`config.mk`:
```
export PLATFORM = sky130hd
export DESIGN_NAME = float_to_fixed
export DESIGN_NICKNAME = d
export VERILOG_FILES = /design/src/rtl/float_to_fixed.sv
export SDC_FILE = /design/constraint.sdc
export NUM_CORES = 1
export LEC_CHECK = 0
export CAP_MARGIN = 15
export CORE_ASPECT_RATIO = 0.7
export CORE_MARGIN = 1.5
export CORE_UTILIZATION = 53
export CTS_BUF_LIST = sky130_fd_sc_hd__clkbuf_4
export CTS_CLUSTER_SIZE = 8
export DETAILED_ROUTE_END_ITERATION = 7
export GPL_TIMING_DRIVEN = 0
export MAX_ROUTING_LAYER = met4
export PLACE_DENSITY = 0.94
export SLEW_MARGIN = 20
export SYNTH_ARGS = -nofsm -noshare
export SYNTH_HDL_FRONTEND = slang
export SYNTH_SLANG_ARGS = --single-unit
```
`constraint.sdc`:
```
create_clock -name clk -period 2.1 [get_ports clk]
set_clock_uncertainty 0.05 [all_clocks]
set_input_delay 0.63 -clock clk [delete_from_list [all_inputs] [get_ports clk]]
set_output_delay 0.63 -clock clk [all_outputs]
set_load 0.05 [all_outputs]
```
`src/rtl/float_to_fixed.sv`:
```
// IEEE-754 single -> {sign, 1.20 magnitude} fixed converter; F2X_ROUND_EN selects round-to-nearest-even.
// Latency: result valid sh+1 cycles after accept (4..24 normal, 1 special/saturate/zero).
// Backpressure: one operand in flight; in_ready low from accept until the result handshake.
module float_to_fixed #(
    parameter int FRAC_W = 20,
    parameter int FIX_W  = 1 + 1 + FRAC_W
) (
    input  logic             clk,
    input  logic             rst_n,
    input  logic             in_valid,
    output logic             in_ready,
    input  logic [31:0]      in_data,
    output logic             out_valid,
    input  logic             out_ready,
    output logic [FIX_W-1:0] out_data,
    output logic             ovf,
    output logic             unf,
    output logic             nv
);
    localparam int MAG_W = FIX_W - 1;

    typedef enum logic [1:0] {S_IDLE, S_SHIFT, S_DONE} state_t;
    typedef enum logic [2:0] {C_NORM, C_ZERO, C_UNF, C_SAT, C_NAN} cls_t;

    state_t           state_q, state_d;
    cls_t             cls_q, in_cls;
    logic             sign_q;
    logic [23:0]      sig_q;
    logic [4:0]       cnt_q, in_cnt;
    logic [FIX_W-1:0] out_data_q, res_data;
    logic             ovf_q, unf_q, nv_q;
    logic             res_ovf, res_unf, res_nv;
    logic [7:0]       in_exp;
    logic [22:0]      in_man;
    logic             accept;
    logic [MAG_W-1:0] mag;
    logic             mag_ovf;

    assign in_exp = in_data[30:23];
    assign in_man = in_data[22:0];
    assign accept = in_valid && in_ready;

    always_comb begin
        in_cls = C_NORM;
        if (in_exp == 8'hFF && in_man != 23'd0) begin
            in_cls = C_NAN;
        end else if (in_exp >= 8'd128) begin
            in_cls = C_SAT;
        end else if (in_exp == 8'd0) begin
            in_cls = C_ZERO;
        end else if (in_exp <= 8'd106) begin
            in_cls = C_UNF;
        end
        // 130-e fits in 3..23 for normal exponents, so the low 5 bits suffice
        in_cnt = (in_cls == C_NORM) ? (5'd2 - in_exp[4:0]) : 5'd0;
    end

`ifdef F2X_ROUND_EN
    logic             guard_q, sticky_q, round_up;
    logic [MAG_W:0]   mag_sum;

    always_comb begin
        round_up = guard_q & (sticky_q | sig_q[0]);
        mag_sum  = {1'b0, sig_q[MAG_W-1:0]} + {{MAG_W{1'b0}}, round_up};
    end

    assign mag     = mag_sum[MAG_W-1:0];
    assign mag_ovf = mag_sum[MAG_W];

    always_ff @(posedge clk or negedge rst_n) begin
        if (!rst_n) begin
            guard_q  <= 1'b0;
            sticky_q <= 1'b0;
        end else if (accept) begin
            guard_q  <= 1'b0;
            sticky_q <= 1'b0;
        end else if (state_q == S_SHIFT && cnt_q != 5'd0) begin
            sticky_q <= sticky_q | guard_q;
            guard_q  <= sig_q[0];
        end
    end
`else
    assign mag     = sig_q[MAG_W-1:0];
    assign mag_ovf = 1'b0;
`endif

    always_comb begin
        res_data = '0;
        res_ovf  = 1'b0;
        res_unf  = 1'b0;
        res_nv   = 1'b0;
        case (cls_q)
            C_NORM: begin
                if (mag_ovf) begin
                    res_data = {sign_q, {MAG_W{1'b1}}};
                    res_ovf  = 1'b1;
                end else begin
                    res_data = {sign_q, mag};
                end
            end
            C_SAT: begin
                res_data = {sign_q, {MAG_W{1'b1}}};
                res_ovf  = 1'b1;
            end
            C_UNF:   res_unf = 1'b1;
            C_NAN:   res_nv  = 1'b1;
            default: res_data = '0;
        endcase
    end

    always_ff @(posedge clk or negedge rst_n) begin
        if (!rst_n) begin
            state_q <= S_IDLE;
        end else begin
            state_q <= state_d;
        end
    end

    always_comb begin
        state_d = state_q;
        case (state_q)
            S_IDLE:  if (accept) state_d = S_SHIFT;
            S_SHIFT: if (cnt_q == 5'd0) state_d = S_DONE;
            S_DONE:  if (out_ready) state_d = S_IDLE;
            default: state_d = S_IDLE;
        endcase
    end

    always_comb begin
        in_ready  = (state_q == S_IDLE);
        out_valid = (state_q == S_DONE);
    end

    always_ff @(posedge clk or negedge rst_n) begin
        if (!rst_n) begin
            sign_q     <= 1'b0;
            sig_q      <= '0;
            cnt_q      <= '0;
            cls_q      <= C_ZERO;
            out_data_q <= '0;
            ovf_q      <= 1'b0;
            unf_q      <= 1'b0;
            nv_q       <= 1'b0;
        end else if (accept) begin
            sign_q <= in_data[31];
            sig_q  <= {1'b1, in_man};
            cnt_q  <= in_cnt;
            cls_q  <= in_cls;
            ovf_q  <= 1'b0;
            unf_q  <= 1'b0;
            nv_q   <= 1'b0;
        end else if (state_q == S_SHIFT) begin
            if (cnt_q != 5'd0) begin
                sig_q <= {1'b0, sig_q[23:1]};
                cnt_q <= cnt_q - 5'd1;
            end else begin
                out_data_q <= res_data;
                ovf_q      <= res_ovf;
                unf_q      <= res_unf;
                nv_q       <= res_nv;
            end
        end
    end

    assign out_data = out_data_q;
    assign ovf      = ovf_q;
    assign unf      = unf_q;
    assign nv       = nv_q;

endmodule
```
======== Word-level counts from Yosys, hierarchy flattened ========
Index checks and enable logic that the tools add are counted.
word-level totals
  output and inout bits ................... 27
  logic and storage cells ................. 68
  flip-flop bits (word level) ............. 60
cells by class
  equal/unequal tests ..................... 10
  muxes and demuxes ....................... 28
  bitwise logic cells ..................... 2
  reductions and logical operators ........ 15
  order comparisons ....................... 2
  add/sub/neg operators ................... 2
operators with widths
  operator                                                                           count
  24-bit two-way mux                                                                 3
  22-bit one-hot mux with 2 select lines                                             1
  23-bit nonzero test                                                                1
  5-bit two-way mux                                                                  4
  1-bit two-way mux                                                                  12
  2-bit two-way mux                                                                  5
  8-bit == test (second input constant)                                              1
  8-bit greater-or-equal comparator (second input constant)                          1
  8-bit by 7-bit less-or-equal comparator with 1-bit output (second input constant)  1
  8-bit zero test                                                                    1
  3-bit by 2-bit == test with 1-bit output (second input constant)                   2
  3-bit zero test                                                                    2
  3-bit two-way mux                                                                  2
  2-bit one-hot mux with 3 select lines                                              1
  3-bit AND reduction                                                                2
  5-bit zero test                                                                    1
  5-bit nonzero test                                                                 1
  2-bit by 5-bit subtractor with 5-bit output (first input constant)                 1
  5-bit by 1-bit subtractor with 5-bit output (second input constant)                1
  2-bit by 1-bit inequality test with 1-bit output (second input constant)           2
  2-bit inequality test (second input constant)                                      2
  2-bit AND reduction                                                                2
  2-bit nonzero test                                                                 2
  3-bit == test (second input constant)                                              1
  other kinds (5)                                                                    7

======== Longest topological paths before layout ========
Gate-level depths: netlist (run 1).
  depth after elaboration ................. 8
  mapped depth ............................ 8
  depth with buffers taken out ............ 6

======== Least setup slack after synthesis (run 1) ========
OpenSTA, ideal clock, no wires.
  kind .................................... flip-flop to flip-flop
  start point ............................. reg state_q[1]
  end point ............................... reg cnt_q[4]
  buffers on the path ..................... 2
  period minus slack after synthesis ...... 2.122 ns
  stages on the path, launching flop included .. 6
  setup time .............................. 0.136 ns
  data required time ...................... 1.914 ns
  path slack .............................. -0.022 ns
  data arrival time ....................... 1.935 ns
  path through ............................ dfrtp_1 nor2_1 and2_1 clkbuf_1 clkbuf_1 o21ai_0
between the ends
  longest elaborated chain between the ends .. 4
  elaborated cells between the ends (all ways) .. 7
  classes of those cells .................. 1 x eq/ne; 1 x mux; 5 x reduce/logical
RTL lines
  item                                  line  source
  from (decl)                           25    state_t state_q, state_d;
  from (signal assigned)                115   state_q <= state_d;
  2-bit zero test *                     130   in_ready = (state_q == S_IDLE);
  named net in_ready                    11    output logic in_ready,
  1-bit logical AND *                   41    assign accept = in_valid && in_ready;
  2-bit nonzero test (no source line)   n/a
  2-bit AND reduction (no source line)  n/a
  to (signal assigned)                  147   cnt_q <= in_cnt;
  to (signal assigned)                  155   cnt_q <= cnt_q - 5'd1;
  to (decl)                             29    logic [4:0] cnt_q, in_cnt;
Mark *: on every way through the listed nets, which the timed path passes. The rest lies on a longest branch.
A chain may end at the register's enable or synchronous reset.

======== Worst setup path in the final report (run 1) ========
  start point ............................. reg cnt_q[0]
  end point ............................... reg sig_q[17]
between the ends
  longest elaborated chain between the ends .. 3
RTL lines
  item                                  line  source
  5-bit nonzero test                    153   if (cnt_q != 5'd0) begin
  2-bit nonzero test (no source line)   n/a
  2-bit AND reduction (no source line)  n/a
  to (signal assigned)                  146   sig_q <= {1'b1, in_man};
  to (signal assigned)                  154   sig_q <= {1'b0, sig_q[23:1]};
  to (decl)                             28    logic [23:0] sig_q;
No other way between the ends.

==> flow_summary.toml, run 1 <==
[layout]
area_growth_pct = 33.2
fin_area_um2 = 3950
fin_cells = 469
nNetsFinal = 433
drive_gt1_share_pct = 14.1
antennaDiodeCount = 0

[flow_run]
max_cap_viol_count = 0

[grt]
grt_pass1_wl_um = 13200
antenna_found_initial = 0
track_usage_pct = 30.1
first_global_vias = 2612
grt_start_max_net_pins = 61
grt_overflow = 0

[route]
dr.pass1.iters = 5
vias = 2893
drc = 0
routed_wl_um = 8890
wl_per_cell_um = 19.0
drt_iter0_drc = 335
drt.antenna.violating_nets = 0
viasPerCell = 6.17

[synth]
ys_top_cells_by_count = "59 x dfrtp_1, 50 x nand2_1, 25 x a21oi_1, 24 x nor2_1, 21 x o31ai_1"
post-synth-top-count-cell = "dfrtp_1"
avgSynthCellArea_um2 = 9.56
netlist_instances = 310
yosysTopAreaCell = "dfrtp_1"
async_flop_share_pct = 100
yosys_warnings = 0
synth-edff-count = 0
syn_area_um2 = 2960
synth_top_area_share_pct = 49.8
ys_seq_area_share_pct = 50.7
netlist_top_cells_area = "dfrtp_1 50%, nand2_1 6.3%, o31ai_1 5.3%, mux2i_1 4.7%, a21oi_1 4.2%"
synth_ff_type = "dfrtp_1"
ys_types = 45
syn_nets = 351
yosys_register_bits = 60

[min_path]
hp-class = "input port to asynchronous set/reset pin"

[power]
p_leak_nw = 1.78
power.internal_mw = 3.71
power-per-cell-area_nw_per_um2 = 1800
ir_drop_uv = 973
clockPowerShare_pct = 13.0
pwr-share-seq_pct = 30.9
p_sw_mw = 3.38
swShare_pct = 47.7
comb_power_share_pct = 56.1

[sta]
hold_viol = 0
fin_crit_ns = 2.12
fmax_ghz = 0.472
min_period_over_period_pct = 101
max_slew_margin_pct = 50.2
setup_viol_count_final = 2
setup_tns_ns = -0.0227
layout_setup_ws_ns = -0.0169
drv_slew = 0
worst_pin_slew_ns = 0.747
hold_ws_ns = 0.212

[worst_setup_path]
worstPathRequired_ns = 2.34
cp_max_fo = 8
arrival_ns = 2.35
crit_type = "flip-flop to flip-flop"
cp-end-kind = "flip-flop"
start_kind = "flip-flop"

[placed_design]
dp.cells = 444
gp_congestion = 1.00
dp_hpwl_um = 5560
place_area_um2 = 3670
port_buffers = 62

[floorplan]
die-area_um2 = 6050
ios = 63
initial_core_util_pct = 55.8
num_rows = 22
die_w_um = 92.4
core_area_um2 = 5310
die_h_um = 65.6

[clocking]
clk_pin_slew_worst_paths_ns = 0.10
cts_sinks = 60
cts_tree = "yes"
clk_latency_ns = 0.42
cts_inserted_buffers = 9
hold_buffers = 0
clk_path_buf_depth = 2
h-tree-depth = 3
clock-root-buffer = "clkbuf_4"

[status]
failed_checks = "negative setup slack"
outcome = "finished with violations"
power groups by stage:
stage / logic, mW / registers [mW] / clock network (mW)
6_report: 3.98 / 2.20 / 0.922
5_1_grt: 4.24 / 2.24 / 0.976
4_1_cts: 3.50 / 2.12 / 0.918
3_5_place_dp: 3.56 / 2.13 / 0
3_3_place_gp: 3.45 / 2.10 / 0
2_1_floorplan: 1.90 / 2.71 / 0
area by class of cell:
| class | instances | area (um^2) |
|---|---|---|
| Buffer | 23 | 135 |
| Timing Repair Buffer | 71 | 664 |
| Tap cell | 72 | 90.1 |
| Multi-Input combinational cell | 222 | 1380 |
| Clock inverter | 6 | 78.8 |
| Sequential cell | 60 | 1500 |
| Fill cell | 340 | 1370 |
| Inverter | 5 | 18.8 |
| Clock buffer | 10 | 75.1 |
timing repair:
action	CTS	global route
cloned	0	1
gates resized for setup	40	12
setup buffers	0	8
setup endpoints to repair	67	29
flip-flops by register name, summed over array words and instances (netlist names):
name      flops
unf           1
nv            1
sign_q        1
state_q       2
ovf           1
sig_q        24
cnt_q         5
cls_q         3
out_data     22
stage by stage:
| step | setup WS (ns) | utilization (%) | power (mW) |
|---|---|---|---|
| finish | -0.0169 | 74.3 | 7.09 |
| global route | -0.0726 | 74.3 | 7.46 |
| CTS | 0.0000990 | 72.0 | 6.54 |
| detailed placement | -0.533 | 69.1 | 5.69 |
| global placement | -1.44 | 69.2 | 5.56 |
| floorplan | 0.232 | - | 4.61 |
critical path, stage by stage, from the launching register on:
cell and delay (ns):
dfrtp_1 0.43, inv_2 0.13, ha_4 0.17, or4b_4 0.47, buf_6 0.16, nand2_8 0.10, clkbuf_16 0.16, mux2i_1 0.22
o21ai_1 0.10
path summary, 6_finish.rpt:
check                           depth (start not counted)                        to  slack (ns)                     start
worst max-delay path                                    8     sig_q[17]$_DFFE_PN0P_       -0.02      cnt_q[0]$_DFFE_PN0P_
max in group asynchronous                               1   out_data[1]$_DFFE_PN0P_        1.29                     rst_n
worst min register to register                          2  out_data[20]$_DFFE_PN0P_        0.43  out_data[20]$_DFFE_PN0P_
min in group clk                                        2  out_data[20]$_DFFE_PN0P_        0.43  out_data[20]$_DFFE_PN0P_
worst min-delay path                                    1     sig_q[21]$_DFFE_PN0P_        0.21                     rst_n
worst max register to register                          8     sig_q[17]$_DFFE_PN0P_       -0.02      cnt_q[0]$_DFFE_PN0P_
cells in the final DEF (no fill, tap or decap), drive strengths merged, types with 4 or more instances in the layout:
cell           instances
mux2i                 14
nand3                  6
a21oi                 25
o21ai                 22
o31ai                 21
clkdlybuf4s50         33
ha                     5
nor3                   4
clkinv                 4
o22ai                 10
clkbuf                26
nand2                 51
buf                   19
nor4                   7
dlygate4sd2           25
inv                    5
dfrtp                 59
nor2                  29
routing by layer:
| metal | wire length, um | GRT usage (%) | part of all wire, % |
|---|---|---|---|
| met1 | 3630 | 38.6 | 41 |
| met2 | 3990 | 46.0 | 45 |
| met3 | 1000 | 11.0 | 11 |
| met4 | 262 | 7.12 | 2.9 |
| met5 | 0 | - | 0 |
cells by family (layout without fill, tap and decap cells):
logic type,Yosys count,after routing,share of synthesized area (%)
mux,14,14,4.73
xor+xnor,4,4,1.18
flops,60,60,50.7
compound gates,87,87,18.3
fa+ha+maj,5,5,2.11
buf+inv,28,115,4.86
simple gates,112,112,18.1
(Power assumes the default switching activity.)
==> inputs of run 2 (changes only) <==
--- a/config.mk
+++ b/config.mk
@@ -15,6 +15,7 @@
 export GPL_TIMING_DRIVEN = 0
 export MAX_ROUTING_LAYER = met4
 export PLACE_DENSITY = 0.94
+export RECOVER_POWER = 100
 export SLEW_MARGIN = 20
 export SYNTH_ARGS = -nofsm -noshare
 export SYNTH_HDL_FRONTEND = slang
==> run 2 against run 1 <==
Against the previous run: fmax hardly changed; critical path depth did not move; via count increased by 0.21%; final area hardly changed; first-iteration DRC count stayed put; combinational power about the same; non-clock buffer count stayed put; critical endpoint unchanged; the flow still finishes with violations (negative setup slack); register-to-register slack is essentially flat; wire length decreased by 0.17%; global-route usage did not move; cell count is the same; count of clock-buffer cells in the layout unchanged.
==> flow_summary.toml, run 2 (synthesized netlist as in run 1, its figures left out) <==
[power]
p_sw_mw = 3.38
ir_drop_uv = 973
pwr-share-seq_pct = 31.0
p_leak_nw = 1.78
clockPowerShare_pct = 13.0
comb_power_share_pct = 56.1
power_mw = 7.09
power-per-cell-area_nw_per_um2 = 1800
swShare_pct = 47.7
power.internal_mw = 3.71

[sta]
fin_crit_ns = 2.12
setup_tns_ns = -0.0217
drv_slew = 0
layout_setup_ws_ns = -0.0166
fmax_ghz = 0.472
max_slew_margin_pct = 2.30
worst_pin_slew_ns = 1.47
hold_viol = 0
min_period_over_period_pct = 101
setup_viol_count_final = 2

[clocking]
cts_inserted_buffers = 9
clock-root-buffer = "clkbuf_4"
clk_latency_ns = 0.42
h-tree-depth = 3
hold_buffers = 0
clk_path_buf_depth = 2
cts_tree = "yes"
cts_sinks = 60
clk_pin_slew_worst_paths_ns = 0.10

[worst_setup_path]
start_kind = "flip-flop"
crit_type = "flip-flop to flip-flop"
arrival_ns = 2.35
cp-end-kind = "flip-flop"
worstPathRequired_ns = 2.34
cp_max_fo = 8

[layout]
final_cell_mix = "59 x dfrtp_1, 50 x nand2_1, 33 x clkdlybuf4s50_1, 25 x a21oi_1, 25 x dlygate4sd2_1"
antennaDiodeCount = 0
area_growth_pct = 33.2
fin_cells = 469
final_common_cell = "dfrtp_1"
utilization_pct = 74.3
nNetsFinal = 433
drive_gt1_share_pct = 14.1
largest_reg_flops = 24
largest_register = "sig_q"

[grt]
grt_start_max_net_pins = 61
track_usage_pct = 30.1
grt_pass1_wl_um = 13200
antenna_found_initial = 0
first_global_vias = 2612
grt_overflow = 0

[floorplan]
core_area_um2 = 5310
initial_core_util_pct = 55.8
die-area_um2 = 6050
die_w_um = 92.4
die_h_um = 65.6
ios = 63
num_rows = 22

[placed_design]
dp_hpwl_um = 5560
dp.cells = 444
port_buffers = 62
gp_congestion = 1.00
dp_slack_ns = -0.533

[route]
vias = 2899
routed_wl_um = 8870
wl_per_cell_um = 18.9
drt.antenna.violating_nets = 0
dr.pass1.iters = 5
drt_iter0_drc = 335
drc = 0
viasPerCell = 6.18

[status]
outcome = "finished with violations"
failed_checks = "negative setup slack"

[flow_run]
max_cap_viol_count = 0

[min_path]
hp-class = "flip-flop to flip-flop"
[run 2: final timing paths]
path,end,slack [ns],start,cells after the start
max in group asynchronous,out_data[1]$_DFFE_PN0P_,0.63,rst_n,1
hold reg to reg,out_data[20]$_DFFE_PN0P_,0.43,out_data[20]$_DFFE_PN0P_,2
setup reg to reg,sig_q[17]$_DFFE_PN0P_,-0.02,cnt_q[0]$_DFFE_PN0P_,8
min in group asynchronous,sig_q[21]$_DFFE_PN0P_,0.49,rst_n,1
hold / removal,out_data[20]$_DFFE_PN0P_,0.43,out_data[20]$_DFFE_PN0P_,2
setup / recovery,sig_q[17]$_DFFE_PN0P_,-0.02,cnt_q[0]$_DFFE_PN0P_,8
[run 2: final cells by class]
type,instances,area (um^2)
buffer,23,135
clock buffer,10,75.1
clock inverter,6,78.8
fill,341,1370
inverter,5,18.8
multi-input combinational,222,1380
sequential,60,1500
tap,72,90.1
timing repair buffer,71,662
[run 2: through the flow]
stage | instance area, um^2 | hold slack (ns)
2_1_floorplan | 2970 | 0.284
5_1_grt | 3950 | 0.461
3_3_place_gp | 3680 | 0.414
4_1_cts | 3820 | 0.248
3_5_place_dp | 3670 | 0.421
6_report | 3950 | 0.434
[run 2: power by group through the flow]
stage               Combinational [mW]  Sequential (mW)  Clock, mW
floorplan                         1.90             2.71          0
global placement                  3.45             2.10          0
detailed placement                3.56             2.13          0
CTS                               3.50             2.12      0.918
global route                      4.24             2.24      0.976
finish                            3.98             2.20      0.921
[run 2: timing repair]
item	4_1_cts	5_1_grt
endpoints found under the hold margin	0	0
endpoints found under the setup margin	67	29
gates resized for setup	40	12
cloned	0	1
pin swaps	0	0
setup buffers	0	8
[run 2: per-layer routing]
layer  share of wire (%)  up-vias  global-route usage (%)  wire [um]
li1                    -     1270                       -          -
met1                  41     1395                    38.6       3620
met2                  45      199                    46.0       3980
met3                  11       35                    11.0       1020
met4                 3.0        0                    7.12        262
met5                   0        -                       -          0
[run 2: worst max-delay path: stages, from the launching register on]
cell       delay, ns
dfrtp_1         0.43
inv_2           0.13
ha_4            0.17
or4b_4          0.47
buf_6           0.16
nand2_8         0.10
clkbuf_16       0.16
mux2i_1         0.22
o21ai_1         0.10
==> inputs of run 3 (changes only) <==
--- a/config.mk
+++ b/config.mk
@@ -14,7 +14,7 @@
 export DETAILED_ROUTE_END_ITERATION = 7
 export GPL_TIMING_DRIVEN = 0
 export MAX_ROUTING_LAYER = met4
-export PLACE_DENSITY = 0.94
+export PLACE_DENSITY = 0.83
 export RECOVER_POWER = 100
 export SLEW_MARGIN = 20
 export SYNTH_ARGS = -nofsm -noshare
==> run 3 against run 2 <==
Against the previous run: the run now ends clean; setup slack better by 0.071 ns; non-clock buffer count shrank 5; critical path depth did not move; largest cell class unchanged; via count down 7.3%.
==> flow_summary.toml, run 3 (synthesized netlist as in run 1, its figures left out) <==
[floorplan]
die-area_um2 = 6050
die_h_um = 65.6
ios = 63
num_rows = 22
die_w_um = 92.4
initial_core_util_pct = 55.8
core_area_um2 = 5310

[status]
outcome = "finished, final reports clean"

[placed_design]
gp_congestion = 0.908
dp_hpwl_um = 5550
port_buffers = 62
dp_slack_ns = -0.580

[sta]
min_period_over_period_pct = 97.4
drv_slew = 0
fin_crit_ns = 2.05
hold_ws_ns = 0.434
setup_viol_count_final = 0
hold_viol = 0
fmax_ghz = 0.489
setup_tns_ns = 0
worst_pin_slew_ns = 0.811
layout_setup_ws_ns = 0.0545
max_slew_margin_pct = 45.9

[layout]
multi_input_area_um2 = 1350
area_growth_pct = 29.4
fillers = 413
seq_area_um2 = 1500
final_cell_mix = "59 x dfrtp_1, 50 x nand2_1, 34 x clkdlybuf4s50_1, 25 x a21oi_1, 25 x dlygate4sd2_1"
largest_register = "sig_q"
largest_reg_flops = 24
drive_gt1_share_pct = 12.5
final_common_cell = "dfrtp_1"
nNetsFinal = 428
antennaDiodeCount = 0

[worst_setup_path]
crit_path_top_delay_cell = "or4b_4"
crit_type = "flip-flop to flip-flop"
reg2reg_from = "cnt_q[0]$_DFFE_PN0P_"
critPathMaxStageDelay_ns = 0.46
cp-end-kind = "flip-flop"
cp_max_fo = 10
startpoint = "cnt_q[0]$_DFFE_PN0P_"
path_cells = "inv_2 -> ha_2 -> or4b_4 -> buf_6 -> nand2_8 -> buf_12 -> mux2i_1 -> o21ai_1"
worstPathRequired_ns = 2.34
arrival_ns = 2.29
start_kind = "flip-flop"
r2r_slack_ns = 0.05

[power]
p_leak_nw = 1.73
ir_drop_uv = 771
power_mw = 6.48
power-per-cell-area_nw_per_um2 = 1690

[route]
drc = 0
drt_iter0_drc = 270
vias = 2687
wl_per_cell_um = 16.8
dr.pass1.iters = 4
viasPerCell = 5.79
drt.antenna.violating_nets = 0
routed_wl_um = 7820

[clocking]
h-tree-depth = 3
clk_pin_slew_worst_paths_ns = 0.10
clock-root-buffer = "clkbuf_4"
cts_sinks = 60
clk_path_buf_depth = 2
clk_latency_ns = 0.42
cts_inserted_buffers = 9
cts_tree = "yes"

[grt]
grt_overflow = 0
antenna_found_initial = 0
track_usage_pct = 28.6
grt_start_max_net_pins = 60
grt_pass1_wl_um = 12600
first_global_vias = 2556

[flow_run]
max_cap_viol_count = 0

[min_path]
hp-start = "out_data[8]$_DFFE_PN0P_"
hp-class = "flip-flop to flip-flop"
run 3: cell count changes in the layout (fill, tap and decap cells not counted), sizes merged:
cell / delta
clkdlybuf4s50: +1
bufinv: -1
clkinv: -1
buf: -5
dlygate4sd3: +1
dlymetal6s2s: -1
clkinvlp: +1
run 3: critical path: cells and delay by family, from the launching register on:
family | cells | cell delay [ns]
AND/OR/NAND/NOR | 2 | 0.57
adder cells (fa/ha/maj) | 1 | 0.19
AO/OA/AOI/OAI | 1 | 0.08
buffers and inverters | 3 | 0.40
multiplexers | 1 | 0.21
flip-flops | 1 | 0.42
run 3: path summary, 6_finish.rpt:
| check | end | cells after the start |
|---|---|---|
| min in group asynchronous | state_q[1]$_DFFE_PN0P_ | 2 |
| setup / recovery | sig_q[13]$_DFFE_PN0P_ | 8 |
| hold / removal | out_data[8]$_DFFE_PN0P_ | 2 |
| hold reg to reg | out_data[8]$_DFFE_PN0P_ | 2 |
| setup reg to reg | sig_q[13]$_DFFE_PN0P_ | 8 |
| max in group asynchronous | sig_q[5]$_DFFE_PN0P_ | 3 |
run 3: final cells by class:
class	instances	share of cell area, %
Multi-Input combinational cell	222	35.2
Inverter	5	0.490
Sequential cell	60	39.2
Clock inverter	5	1.37
Clock buffer	11	2.15
Buffer	23	3.39
Tap cell	72	2.35
Timing Repair Buffer	66	15.8
run 3: stage by stage:
step	util, %	instances	area (um^2)
floorplan	-	310	2970
global placement	69.2	444	3680
detailed placement	69.7	445	3700
CTS	72.2	462	3840
global route	72.2	464	3830
finish	72.2	464	3830
run 3: timing repair:
item / CTS / global route
resized for setup: 37 / 10
setup endpoints to repair: 47 / 29
hold endpoints to repair: 1 / 0
setup buffers: 0 / 2
hold buffers: 1 / 0
run 3: power breakdown:
group / total [mW] / internal, mW / switching [mW]
registers: 2.12 / 1.71 / 0.412
clock network: 0.813 / 0.384 / 0.430
logic: 3.55 / 1.27 / 2.28
total: 6.48 / 3.36 / 3.12
run 3: metal layers:
metal	wire length, um	share of wire, %	GRT usage, %	up-vias
li1	-	-	-	1254
met1	3610	46	38.9	1293
met3	624	8.0	8.80	15
met4	145	1.9	9.04	0
met5	0	0	-	-
met2	3440	44	41.2	125
